[src/rtl/des_sbox_pkg.sv]
// des_sbox_pkg: shared definitions for the DES substitution engine.
//   state_t      - engine FSM states
//   SBOX         - the eight DES S-box tables, indexed [box][row][col]
//   sbox_lookup  - (box 0..7 = S1..S8, 6-bit field) -> 4-bit substitution
package des_sbox_pkg;

  typedef enum logic [1:0] {IDLE, CALC, DONE} state_t;

  localparam logic [3:0] SBOX [8][4][16] = '{
    '{ // S1
      '{4'd14, 4'd4,  4'd13, 4'd1,  4'd2,  4'd15, 4'd11, 4'd8,  4'd3,  4'd10, 4'd6,  4'd12, 4'd5,  4'd9,  4'd0,  4'd7 },
      '{4'd0,  4'd15, 4'd7,  4'd4,  4'd14, 4'd2,  4'd13, 4'd1,  4'd10, 4'd6,  4'd12, 4'd11, 4'd9,  4'd5,  4'd3,  4'd8 },
      '{4'd4,  4'd1,  4'd14, 4'd8,  4'd13, 4'd6,  4'd2,  4'd11, 4'd15, 4'd12, 4'd9,  4'd7,  4'd3,  4'd10, 4'd5,  4'd0 },
      '{4'd15, 4'd12, 4'd8,  4'd2,  4'd4,  4'd9,  4'd1,  4'd7,  4'd5,  4'd11, 4'd3,  4'd14, 4'd10, 4'd0,  4'd6,  4'd13}
    },
    '{ // S2
      '{4'd15, 4'd1,  4'd8,  4'd14, 4'd6,  4'd11, 4'd3,  4'd4,  4'd9,  4'd7,  4'd2,  4'd13, 4'd12, 4'd0,  4'd5,  4'd10},
      '{4'd3,  4'd13, 4'd4,  4'd7,  4'd15, 4'd2,  4'd8,  4'd14, 4'd12, 4'd0,  4'd1,  4'd10, 4'd6,  4'd9,  4'd11, 4'd5 },
      '{4'd0,  4'd14, 4'd7,  4'd11, 4'd10, 4'd4,  4'd13, 4'd1,  4'd5,  4'd8,  4'd12, 4'd6,  4'd9,  4'd3,  4'd2,  4'd15},
      '{4'd13, 4'd8,  4'd10, 4'd1,  4'd3,  4'd15, 4'd4,  4'd2,  4'd11, 4'd6,  4'd7,  4'd12, 4'd0,  4'd5,  4'd14, 4'd9 }
    },
    '{ // S3
      '{4'd10, 4'd0,  4'd9,  4'd14, 4'd6,  4'd3,  4'd15, 4'd5,  4'd1,  4'd13, 4'd12, 4'd7,  4'd11, 4'd4,  4'd2,  4'd8 },
      '{4'd13, 4'd7,  4'd0,  4'd9,  4'd3,  4'd4,  4'd6,  4'd10, 4'd2,  4'd8,  4'd5,  4'd14, 4'd12, 4'd11, 4'd15, 4'd1 },
      '{4'd13, 4'd6,  4'd4,  4'd9,  4'd8,  4'd15, 4'd3,  4'd0,  4'd11, 4'd1,  4'd2,  4'd12, 4'd5,  4'd10, 4'd14, 4'd7 },
      '{4'd1,  4'd10, 4'd13, 4'd0,  4'd6,  4'd9,  4'd8,  4'd7,  4'd4,  4'd15, 4'd14, 4'd3,  4'd11, 4'd5,  4'd2,  4'd12}
    },
    '{ // S4
      '{4'd7,  4'd13, 4'd14, 4'd3,  4'd0,  4'd6,  4'd9,  4'd10, 4'd1,  4'd2,  4'd8,  4'd5,  4'd11, 4'd12, 4'd4,  4'd15},
      '{4'd13, 4'd8,  4'd11, 4'd5,  4'd6,  4'd15, 4'd0,  4'd3,  4'd4,  4'd7,  4'd2,  4'd12, 4'd1,  4'd10, 4'd14, 4'd9 },
      '{4'd10, 4'd6,  4'd9,  4'd0,  4'd12, 4'd11, 4'd7,  4'd13, 4'd15, 4'd1,  4'd3,  4'd14, 4'd5,  4'd2,  4'd8,  4'd4 },
      '{4'd3,  4'd15, 4'd0,  4'd6,  4'd10, 4'd1,  4'd13, 4'd8,  4'd9,  4'd4,  4'd5,  4'd11, 4'd12, 4'd7,  4'd2,  4'd14}
    },
    '{ // S5
      '{4'd2,  4'd12, 4'd4,  4'd1,  4'd7,  4'd10, 4'd11, 4'd6,  4'd8,  4'd5,  4'd3,  4'd15, 4'd13, 4'd0,  4'd14, 4'd9 },
      '{4'd14, 4'd11, 4'd2,  4'd12, 4'd4,  4'd7,  4'd13, 4'd1,  4'd5,  4'd0,  4'd15, 4'd10, 4'd3,  4'd9,  4'd8,  4'd6 },
      '{4'd4,  4'd2,  4'd1,  4'd11, 4'd10, 4'd13, 4'd7,  4'd8,  4'd15, 4'd9,  4'd12, 4'd5,  4'd6,  4'd3,  4'd0,  4'd14},
      '{4'd11, 4'd8,  4'd12, 4'd7,  4'd1,  4'd14, 4'd2,  4'd13, 4'd6,  4'd15, 4'd0,  4'd9,  4'd10, 4'd4,  4'd5,  4'd3 }
    },
    '{ // S6
      '{4'd12, 4'd1,  4'd10, 4'd15, 4'd9,  4'd2,  4'd6,  4'd8,  4'd0,  4'd13, 4'd3,  4'd4,  4'd14, 4'd7,  4'd5,  4'd11},
      '{4'd10, 4'd15, 4'd4,  4'd2,  4'd7,  4'd12, 4'd9,  4'd5,  4'd6,  4'd1,  4'd13, 4'd14, 4'd0,  4'd11, 4'd3,  4'd8 },
      '{4'd9,  4'd14, 4'd15, 4'd5,  4'd2,  4'd8,  4'd12, 4'd3,  4'd7,  4'd0,  4'd4,  4'd10, 4'd1,  4'd13, 4'd11, 4'd6 },
      '{4'd4,  4'd3,  4'd2,  4'd12, 4'd9,  4'd5,  4'd15, 4'd10, 4'd11, 4'd14, 4'd1,  4'd7,  4'd6,  4'd0,  4'd8,  4'd13}
    },
    '{ // S7
      '{4'd4,  4'd11, 4'd2,  4'd14, 4'd15, 4'd0,  4'd8,  4'd13, 4'd3,  4'd12, 4'd9,  4'd7,  4'd5,  4'd10, 4'd6,  4'd1 },
      '{4'd13, 4'd0,  4'd11, 4'd7,  4'd4,  4'd9,  4'd1,  4'd10, 4'd14, 4'd3,  4'd5,  4'd12, 4'd2,  4'd15, 4'd8,  4'd6 },
      '{4'd1,  4'd4,  4'd11, 4'd13, 4'd12, 4'd3,  4'd7,  4'd14, 4'd10, 4'd15, 4'd6,  4'd8,  4'd0,  4'd5,  4'd9,  4'd2 },
      '{4'd6,  4'd11, 4'd13, 4'd8,  4'd1,  4'd4,  4'd10, 4'd7,  4'd9,  4'd5,  4'd0,  4'd15, 4'd14, 4'd2,  4'd3,  4'd12}
    },
    '{ // S8
      '{4'd13, 4'd2,  4'd8,  4'd4,  4'd6,  4'd15, 4'd11, 4'd1,  4'd10, 4'd9,  4'd3,  4'd14, 4'd5,  4'd0,  4'd12, 4'd7 },
      '{4'd1,  4'd15, 4'd13, 4'd8,  4'd10, 4'd3,  4'd7,  4'd4,  4'd12, 4'd5,  4'd6,  4'd11, 4'd0,  4'd14, 4'd9,  4'd2 },
      '{4'd7,  4'd11, 4'd4,  4'd1,  4'd9,  4'd12, 4'd14, 4'd2,  4'd0,  4'd6,  4'd10, 4'd13, 4'd15, 4'd3,  4'd5,  4'd8 },
      '{4'd2,  4'd1,  4'd14, 4'd7,  4'd4,  4'd10, 4'd8,  4'd13, 4'd15, 4'd12, 4'd9,  4'd0,  4'd3,  4'd5,  4'd6,  4'd11}
    }
  };

  // Row comes from the outer bits of the field, column from the inner four.
  function automatic logic [3:0] sbox_lookup(input logic [2:0] box, input logic [5:0] field);
    return SBOX[box][{field[5], field[0]}][field[4:1]];
  endfunction

endpackage

[src/rtl/des_sbox_lane.sv]
// des_sbox_lane: one combinational S-box evaluation lane.
//   box      in  3  S-box select, 0..7 = S1..S8
//   field    in  6  6-bit input field for that box
//   sbox_out out 4  substituted nibble
module des_sbox_lane
  import des_sbox_pkg::*;
(
  input  logic [2:0] box,
  input  logic [5:0] field,
  output logic [3:0] sbox_out
);

  assign sbox_out = sbox_lookup(box, field);

endmodule

[src/rtl/des_sbox_engine.sv]
// des_sbox_engine: DES S1..S8 substitution of a 48-bit keyed round word into
// a 32-bit word, evaluating LANES boxes per cycle behind valid/ready handshakes.
//   clk, rst            clock, asynchronous active-high reset
//   in_valid/in_ready   input handshake; in_data[47:42] = S1 field .. [5:0] = S8
//   out_valid/out_ready output handshake; out_data[31:28] = S1 .. [3:0] = S8
//   busy                high while substituting (CALC)
module des_sbox_engine
  import des_sbox_pkg::*;
#(
  parameter int LANES = 2
) (
  input  logic        clk,
  input  logic        rst,
  input  logic        in_valid,
  output logic        in_ready,
  input  logic [47:0] in_data,
  output logic        out_valid,
  input  logic        out_ready,
  output logic [31:0] out_data,
  output logic        busy
);

  localparam int GROUPS = (LANES > 0) ? 8 / LANES : 1;
  localparam int GW     = (GROUPS > 1) ? $clog2(GROUPS) : 1;

  if (LANES != 1 && LANES != 2 && LANES != 4 && LANES != 8) begin : g_bad_lanes
    $error("des_sbox_engine: LANES must be 1, 2, 4 or 8");
  end

  state_t          state, nstate;
  logic [GW-1:0]   g;
  logic [47:0]     din_q;
  logic [31:0]     result;
  logic            last_group;
  logic            accept;
  logic [5:0]      field    [8];
  logic [2:0]      box_idx  [LANES];
  logic [3:0]      lane_out [LANES];
  logic [3:0]      box_nib  [8];
  logic            box_wr   [8];

  assign last_group = (g == GW'(GROUPS - 1));
  assign accept     = in_valid && in_ready;
  assign out_data   = result;

  for (genvar i = 0; i < 8; i++) begin : g_field
    assign field[i] = din_q[47 - 6*i -: 6];
  end

  for (genvar l = 0; l < LANES; l++) begin : g_lane
    assign box_idx[l] = 3'(g * LANES + l);
    des_sbox_lane u_lane (
      .box      (box_idx[l]),
      .field    (field[box_idx[l]]),
      .sbox_out (lane_out[l])
    );
  end

  // Box i is produced by lane i%LANES during group i/LANES; this static
  // mapping keeps the result write free of variable part-selects.
  for (genvar i = 0; i < 8; i++) begin : g_wr
    assign box_nib[i] = lane_out[i % LANES];
    assign box_wr[i]  = (state == CALC) && (g == GW'(i / LANES));
  end

  always_comb begin
    nstate    = state;
    in_ready  = 1'b0;
    out_valid = 1'b0;
    busy      = 1'b0;
    unique case (state)
      IDLE: begin
        in_ready = 1'b1;
        if (in_valid) nstate = CALC;
      end
      CALC: begin
        busy = 1'b1;
        if (last_group) nstate = DONE;
      end
      DONE: begin
        out_valid = 1'b1;
        // Accepting while the result is consumed skips the IDLE bubble.
        in_ready  = out_ready;
        if (out_ready) nstate = in_valid ? CALC : IDLE;
      end
      default: nstate = IDLE;
    endcase
  end

  always_ff @(posedge clk or posedge rst) begin
    if (rst) begin
      state  <= IDLE;
      g      <= '0;
      din_q  <= '0;
      result <= '0;
    end else begin
      state <= nstate;
      if (accept) din_q <= in_data;
      if (state == CALC) g <= last_group ? '0 : g + 1'b1;
      for (int unsigned i = 0; i < 8; i++)
        if (box_wr[i]) result[4*(7-i) +: 4] <= box_nib[i];
    end
  end

endmodule
[config.mk]
export PLATFORM = sky130hd
export DESIGN_NAME = des_sbox_engine
export DESIGN_NICKNAME = d
export VERILOG_FILES = /design/src/rtl/des_sbox_pkg.sv /design/src/rtl/des_sbox_lane.sv /design/src/rtl/des_sbox_engine.sv
export SDC_FILE = /design/constraint.sdc
export NUM_CORES = 1
export LEC_CHECK = 0
export ABC_AREA = 1
export BUFFER_PORTS_ARGS = -buffer_cell sky130_fd_sc_hd__buf_2
export CAP_MARGIN = 20
export CORE_MARGIN = 3
export CORE_UTILIZATION = 55
export CTS_CLUSTER_DIAMETER = 30
export DETAILED_ROUTE_END_ITERATION = 10
export PLACE_DENSITY = 0.73
export SETUP_SLACK_MARGIN = 0.1
export SLEW_MARGIN = 20
export SYNTH_ARGS = -nofsm -noshare
export SYNTH_HDL_FRONTEND = slang
export SYNTH_SLANG_ARGS = --single-unit
[constraint.sdc]
create_clock -name clk -period 8.54 [get_ports clk]
set_clock_uncertainty 0.2 [all_clocks]
set_input_delay 2.562 -clock clk [delete_from_list [all_inputs] [get_ports clk]]
set_output_delay 2.562 -clock clk [all_outputs]
set_load 0.05 [all_outputs]
==> results.tsv, run 1 <==
metric	value	unit
top flip-flop cell by instance count after synthesis	sky130_fd_sc_hd__dfrtp_1	
maximum clock insertion buffer count	2	
Die Area	0.0143	mm2
time the final worst path needs with I/O delays and setup	5.95	ns
Post-Syn Area per Cell	6.53	um2
share of Yosys cell area claimed by the top area cell type	0.295	
clock sinks	84	
Filler cells	1262	
Max-Cap Viols	0	
post-route setup TNS	0	ns
count of cells along the worst hold path	2	
Multi-input gate area	0.00444	mm2
most area-hungry cell type in the Yosys netlist	sky130_fd_sc_hd__dfrtp_1	
drt via density	6.03	
number of I/O pins	87	
relative area change from synthesis to final layout	9.14	%
headroom to the max-slew limit	0.334	
CTS tree	built	
longest individual stage delay on the worst path	0.31	ns
number of setup buffers added after CTS	0	
CP Cell Sequence	buf_2, inv_1, a21oi_1, buf_2	
std cell rows	40	
vias in the first global route	7173	
class of the worst hold path	flip-flop to flip-flop	
clock network latency to the later pin of the worst-skew pair	0.33	ns
critical path startpoint category	input pin	
flop and latch count out of synthesis	84	
Storage cell area	0.00210	mm2
first drt pass iteration count	6	
crit path max fanout	2	
number of setup violations in the final report	0	
WL final	23600	um
setup repair after global routing missed its margin	false	
share of synthesized registers carrying an async set or reset	1.00	
Setup crit start	out_ready	
initial antenna violation count	0	
number of resized instances in the post-cts repair step	0	
die width	120	um
remaining number of nets flagged by the antenna check after routing	0	
total global routing track utilization	0.331	
sequential fraction of the synthesis area	0.295	
Final Cycle Share	0.697	
half-perimeter wire length of the detailed placement result	16000	um
wire length of the first global-routing pass	38200	um
GP Congestion	0.992	
top post-synthesis cells by count	sky130_fd_sc_hd__nand2_1 (364), sky130_fd_sc_hd__nand3_1 (305), sky130_fd_sc_hd__dfrtp_1 (84), sky130_fd_sc_hd__nor2_1 (53), sky130_fd_sc_hd__inv_1 (51)	
number of buffer and inverter stages on the critical path	3	
capture endpoint of the worst hold path	out_data[23]	
largest cells by area after synthesis	sky130_fd_sc_hd__dfrtp_1 (30%), sky130_fd_sc_hd__nand3_1 (21%), sky130_fd_sc_hd__nand2_1 (19%), sky130_fd_sc_hd__mux2_2 (5.7%), sky130_fd_sc_hd__ha_1 (4.2%)	
most used cell along the critical path	sky130_fd_sc_hd__buf_2	
post-synthesis cell count	1090	
yosys warns	0	
category of the most critical setup path	input pin to output pin	
Core Area	0.0123	mm2
fraction of final layout cells sized beyond drive strength 1	0.162	
distinct cell type count after synthesis	34	
count of endpoints failing hold in the final timing report	0	
Hold Crit Start	out_data[23]	
clock buffers created by TritonCTS	9	
Slew @ Worst Pin	0.997	ns
largest net degree at the start of global routing	85	
synthesized netlist net count	1166	
remaining global-route overflow	0	
clock-pin slew of the registers on the worst-case setup and hold paths	0.06	ns
initial cell density of the core	0.578	
Data required, critical path	5.78	ns
buffer type at the clock tree root	sky130_fd_sc_hd__clkbuf_16	
category of cells accounting for the largest share of critical-path delay	buffers and inverters	
# hold bufs at CTS	0	
die span in y	120	um
EDFF count, synth	0	
number of vias in the routed layout	7896	
Port Buf Inserts	86	
result of the run	finished, final reports clean	
Post-route DRC	0	
Highest Clock Rate	168	MHz
DR WL/cell	18.0	um
Reg-to-Reg Start	g[1]	
Reg2Reg Depth	12	
R2R Path End	out_data[28]	
most repeated cell in the gate-level netlist after synthesis	sky130_fd_sc_hd__nand2_1	
count of final max-slew check failures	0	
slowest cell on the critical path	sky130_fd_sc_hd__buf_2	
synthesized cell area	0.00712	mm2
H-tree levels	3	
Net count, final	1214	
# diodes	0	
Starting DRT DRC Count	1399	
Data arrival, critical path	3.19	ns
endpoint class of the critical path	output pin	
internal reg-to-reg setup slack	3.88	ns
how the worst max path moves through the flow:
stage | end | cells after the start
after global routing | in_ready | 4
final | in_ready | 4
after CTS | in_ready | 4
after global placement | in_ready | 4
after detailed placement | in_ready | 4
after floorplan | in_ready | 2
layout by cell type, fill, tap and decap left out, drive strengths merged:
| cell type | netlist | routed |
|---|---|---|
| a21oi | 45 | 45 |
| buf | 53 | 95 |
| clkbuf | 5 | 13 |
| clkinv | 4 | 7 |
| dfrtp | 84 | 84 |
| ha | 24 | 24 |
| inv | 59 | 58 |
| mux2 | 36 | 36 |
| nand2 | 379 | 379 |
| nand3 | 308 | 308 |
| nand3b | 3 | 3 |
| nand4 | 1 | 1 |
| nor2 | 56 | 56 |
| nor3 | 1 | 1 |
| o211ai | 2 | 2 |
| o21a | 2 | 2 |
| o21ai | 21 | 21 |
| o22ai | 5 | 5 |
| or2 | 2 | 2 |
worst register-to-register path, stage by stage, from the launching register on:
cell	delay [ns]
sky130_fd_sc_hd__dfrtp_1	0.99
sky130_fd_sc_hd__nand2_1	0.71
sky130_fd_sc_hd__nand2_1	0.98
sky130_fd_sc_hd__inv_1	0.42
sky130_fd_sc_hd__ha_1	0.38
sky130_fd_sc_hd__or2_1	0.22
sky130_fd_sc_hd__nand3_1	0.12
sky130_fd_sc_hd__nand3_1	0.09
sky130_fd_sc_hd__nand2_1	0.07
sky130_fd_sc_hd__nand2_1	0.05
sky130_fd_sc_hd__nand3_1	0.19
sky130_fd_sc_hd__nand3_1	0.10
sky130_fd_sc_hd__nand2_1	0.08
area by class of cell:
| class | count | share of cell area |
|---|---|---|
| flip-flops and latches | 84 | 0.271 |
| inverters | 63 | 0.0309 |
| multi-input cells | 885 | 0.572 |
| repair buffers | 95 | 0.0646 |
| clock inverters | 2 | 0.00129 |
| clock buffers | 13 | 0.0335 |
| well taps | 168 | 0.0271 |
state kept, by name, summed over array words and instances (netlist names):
name and cells:
out_data 32, state 2, g 2, din_q 48
logic make-up after synthesis:
family                     after synthesis  share of synthesized area
and+or+nand+nor                        750                      0.466
buffers and inverters                  121                     0.0817
DFF                                     84                      0.295
AOI/OAI and AO/OA                       75                     0.0580
muxes                                   36                     0.0570
adders and majority gates               24                     0.0422
metal layers:
metal  part of all wire  up-vias  wire length [um]  global-route usage
met5                  0        -                 0                   0
met4              0.031        0               729               0.125
met3               0.12       72              2720              0.0627
met2               0.43      521             10100               0.480
met1               0.43     3588             10100               0.489
li1                   -     3715                 -                   -
metrics by stage:
stage	util	hold WS, ns	setup WS, ns	std cells	instance area, um2
after floorplan	-	0.279	2.39	1090	7120
after global placement	0.609	0.260	2.64	1295	7490
after detailed placement	0.609	0.260	2.59	1295	7490
after CTS	0.630	0.280	2.59	1310	7760
after global routing	0.631	0.301	2.55	1310	7770
final	0.631	0.274	2.59	1310	7770
Power of run 1 is not shown: default switching activity piles up to over one toggle a cycle in this logic, so the estimate is an artifact.
==> run 2, diff against run 1 <==
==> constraint.sdc (replaced) <==
create_clock -name clk -period 5.5 [get_ports clk]
set_clock_uncertainty 0.2 [all_clocks]
set_input_delay 1.65 -clock clk [delete_from_list [all_inputs] [get_ports clk]]
set_output_delay 1.65 -clock clk [all_outputs]
set_load 0.05 [all_outputs]
==> run 2 against run 1 <==
  * Global-route usage increased by 0.36 points
  * Sequential cell count unchanged
  * Core utilization increased by 1.1 points
  * Critical path depth unchanged
  * Register-to-register slack got worse by 2.0 ns
  * Wire length increased by 3.9%
  * Clock-buffer cell count decreased by 2
  * Design area increased by 1.8%
  * Hold slack about the same
  * Die area unchanged
  * Setup slack got worse by 1.2 ns
  * Critical path type unchanged
  * Critical endpoint unchanged
==> results.tsv, run 2 (same netlist as run 1, synthesis figures left out) <==
metric	value	unit	change
die span in y	120	um	unchanged
longest individual stage delay on the worst path	0.30	ns	was 0.31 ns
crit path max fanout	2		unchanged
GP Congestion	1.03		was 0.992
DRT met1 WL	10400	um	was 10100 um
number of vias in the routed layout	7947		was 7896
Post-route DRC	0		unchanged
result of the run	finished, final reports clean		unchanged
setup repair after global routing missed its margin	false		unchanged
endpoint class of the critical path	output pin		unchanged
Max Used Layer	met4		unchanged
time the final worst path needs with I/O delays and setup	4.08	ns	
first drt pass iteration count	6		unchanged
total global routing track utilization	0.334		was 0.331
post-route setup TNS	0	ns	unchanged
WL final	24500	um	was 23600 um
H-tree levels	3		unchanged
class of the worst hold path	flip-flop to flip-flop		unchanged
fraction of final layout cells sized beyond drive strength 1	0.168		was 0.162
number of setup violations in the final report	0		unchanged
Highest Clock Rate	245	MHz	
Port Buf Inserts	86		unchanged
clock network latency to the later pin of the worst-skew pair	0.34	ns	was 0.33 ns
relative area change from synthesis to final layout	11.1	%	was 9.14%
most used cell along the critical path	sky130_fd_sc_hd__buf_2		unchanged
number of resized instances in the post-cts repair step	0		unchanged
category of the most critical setup path	input pin to output pin		unchanged
maximum clock insertion buffer count	2		unchanged
flip-flop count of the largest register, all copies and words added	48		unchanged
amount of wire on met3 after detailed routing	2830	um	was 2720 um
number of I/O pins	87		unchanged
Data arrival, critical path	2.23	ns	was 3.19 ns
vias in the first global route	7176		was 7173
Core Area	0.0123	mm2	unchanged
clock buffers created by TritonCTS	9		unchanged
initial cell density of the core	0.578		unchanged
std cell rows	40		unchanged
detailed-routed wire length on met2	10800	um	was 10100 um
top library cells by usage in the layout, fill and taps aside	sky130_fd_sc_hd__nand2_1 (363), sky130_fd_sc_hd__nand3_1 (305), sky130_fd_sc_hd__buf_2 (86)		was sky130_fd_sc_hd__nand2_1 (362), sky130_fd_sc_hd__nand3_1 (305), sky130_fd_sc_hd__buf_2 (86)
number of buffer and inverter stages on the critical path	3		unchanged
Storage cell area	0.00210	mm2	unchanged
clock sinks	84		unchanged
drt via density	6.02		was 6.03
Filler cells	1214		was 1262
Die Area	0.0143	mm2	unchanged
Slew @ Worst Pin	0.989	ns	was 0.997 ns
category of cells accounting for the largest share of critical-path delay	buffers and inverters		unchanged
initial antenna violation count	0		unchanged
remaining global-route overflow	0		unchanged
half-perimeter wire length of the detailed placement result	16600	um	was 16000 um
count of final max-slew check failures	0		unchanged
slowest cell on the critical path	sky130_fd_sc_hd__buf_2		unchanged
# diodes	0		unchanged
headroom to the max-slew limit	0.339		was 0.334
largest net degree at the start of global routing	62		was 85
Starting DRT DRC Count	1747		was 1399
Multi-input gate area	0.00444	mm2	about the same
DR WL/cell	18.6	um	was 18.0 um
Max-Cap Viols	0		unchanged
Final Cycle Share	0.743		
count of endpoints failing hold in the final timing report	0		unchanged
commonest non-fill, non-tap cell in the layout	sky130_fd_sc_hd__nand2_1		unchanged
clock-pin slew of the registers on the worst-case setup and hold paths	0.06	ns	about the same
wire length of the first global-routing pass	38600	um	was 38200 um
# hold bufs at CTS	0		unchanged
Net count, final	1223		was 1214
number of setup buffers added after CTS	0		unchanged
Data required, critical path	3.65	ns	was 5.78 ns
CTS tree	built		unchanged
CP Cell Sequence	buf_2, inv_1, a21oi_1, buf_2		unchanged
buffer type at the clock tree root	sky130_fd_sc_hd__clkbuf_16		unchanged
largest register by flop count	din_q		unchanged
die width	120	um	unchanged
remaining number of nets flagged by the antenna check after routing	0		unchanged
critical path startpoint category	input pin		unchanged
run 2: through the flow:
step	util	instance area (um2)	cells	worst slack, ns	hold WS (ns)
floorplan	-	7120	1090	1.18	0.279
global placement	0.613	7550	1303	1.42	0.262
detailed placement	0.613	7550	1303	1.41	0.261
CTS	0.640	7890	1319	1.41	0.280
global route	0.642	7910	1320	1.37	0.307
finish	0.642	7910	1320	1.42	0.274
run 2: worst paths after layout:
check / startpoint / slack, ns / depth (start not counted) / end
worst max-delay path: out_ready / 1.42 / 4 / in_ready
worst min-delay path: out_data[23] / 0.27 / 2 / out_data[23]
worst max register to register: g[0] / 1.89 / 13 / out_data[27]
worst min register to register: out_data[23] / 0.27 / 2 / out_data[23]
max in group asynchronous: rst / 3.04 / 3 / din_q[6]
min in group asynchronous: rst / 1.26 / 2 / out_data[1]
run 2: per-layer routing:
metal  up-vias  global-route usage
li1       3731                   -
met3        51              0.0655
met2       526               0.499
met5         -                   0
met4         0              0.0931
met1      3639               0.494
run 2: worst reg2reg max path, stage by stage, from the launching register on:
cell and delay, ns:
sky130_fd_sc_hd__dfrtp_1 0.39, sky130_fd_sc_hd__buf_4 0.25, sky130_fd_sc_hd__nor2_2 0.40, sky130_fd_sc_hd__inv_1 0.33, sky130_fd_sc_hd__o22ai_1 0.19, sky130_fd_sc_hd__a21oi_1 0.08, sky130_fd_sc_hd__o21ai_1 0.51, sky130_fd_sc_hd__inv_1 0.41
sky130_fd_sc_hd__nand3_1 0.19, sky130_fd_sc_hd__nand2_1 0.11, sky130_fd_sc_hd__nand2_1 0.07, sky130_fd_sc_hd__nand2_1 0.18, sky130_fd_sc_hd__nand2_1 0.12, sky130_fd_sc_hd__nand2_1 0.06
run 2: final cells by class:
class / count / area share
clock inverters: 5 / 0.0127
well taps: 168 / 0.0266
multi-input cells: 885 / 0.562
repair buffers: 104 / 0.0731
flip-flops and latches: 84 / 0.266
inverters: 63 / 0.0305
clock buffers: 11 / 0.0294
Power of run 2 is left out for the same reason.
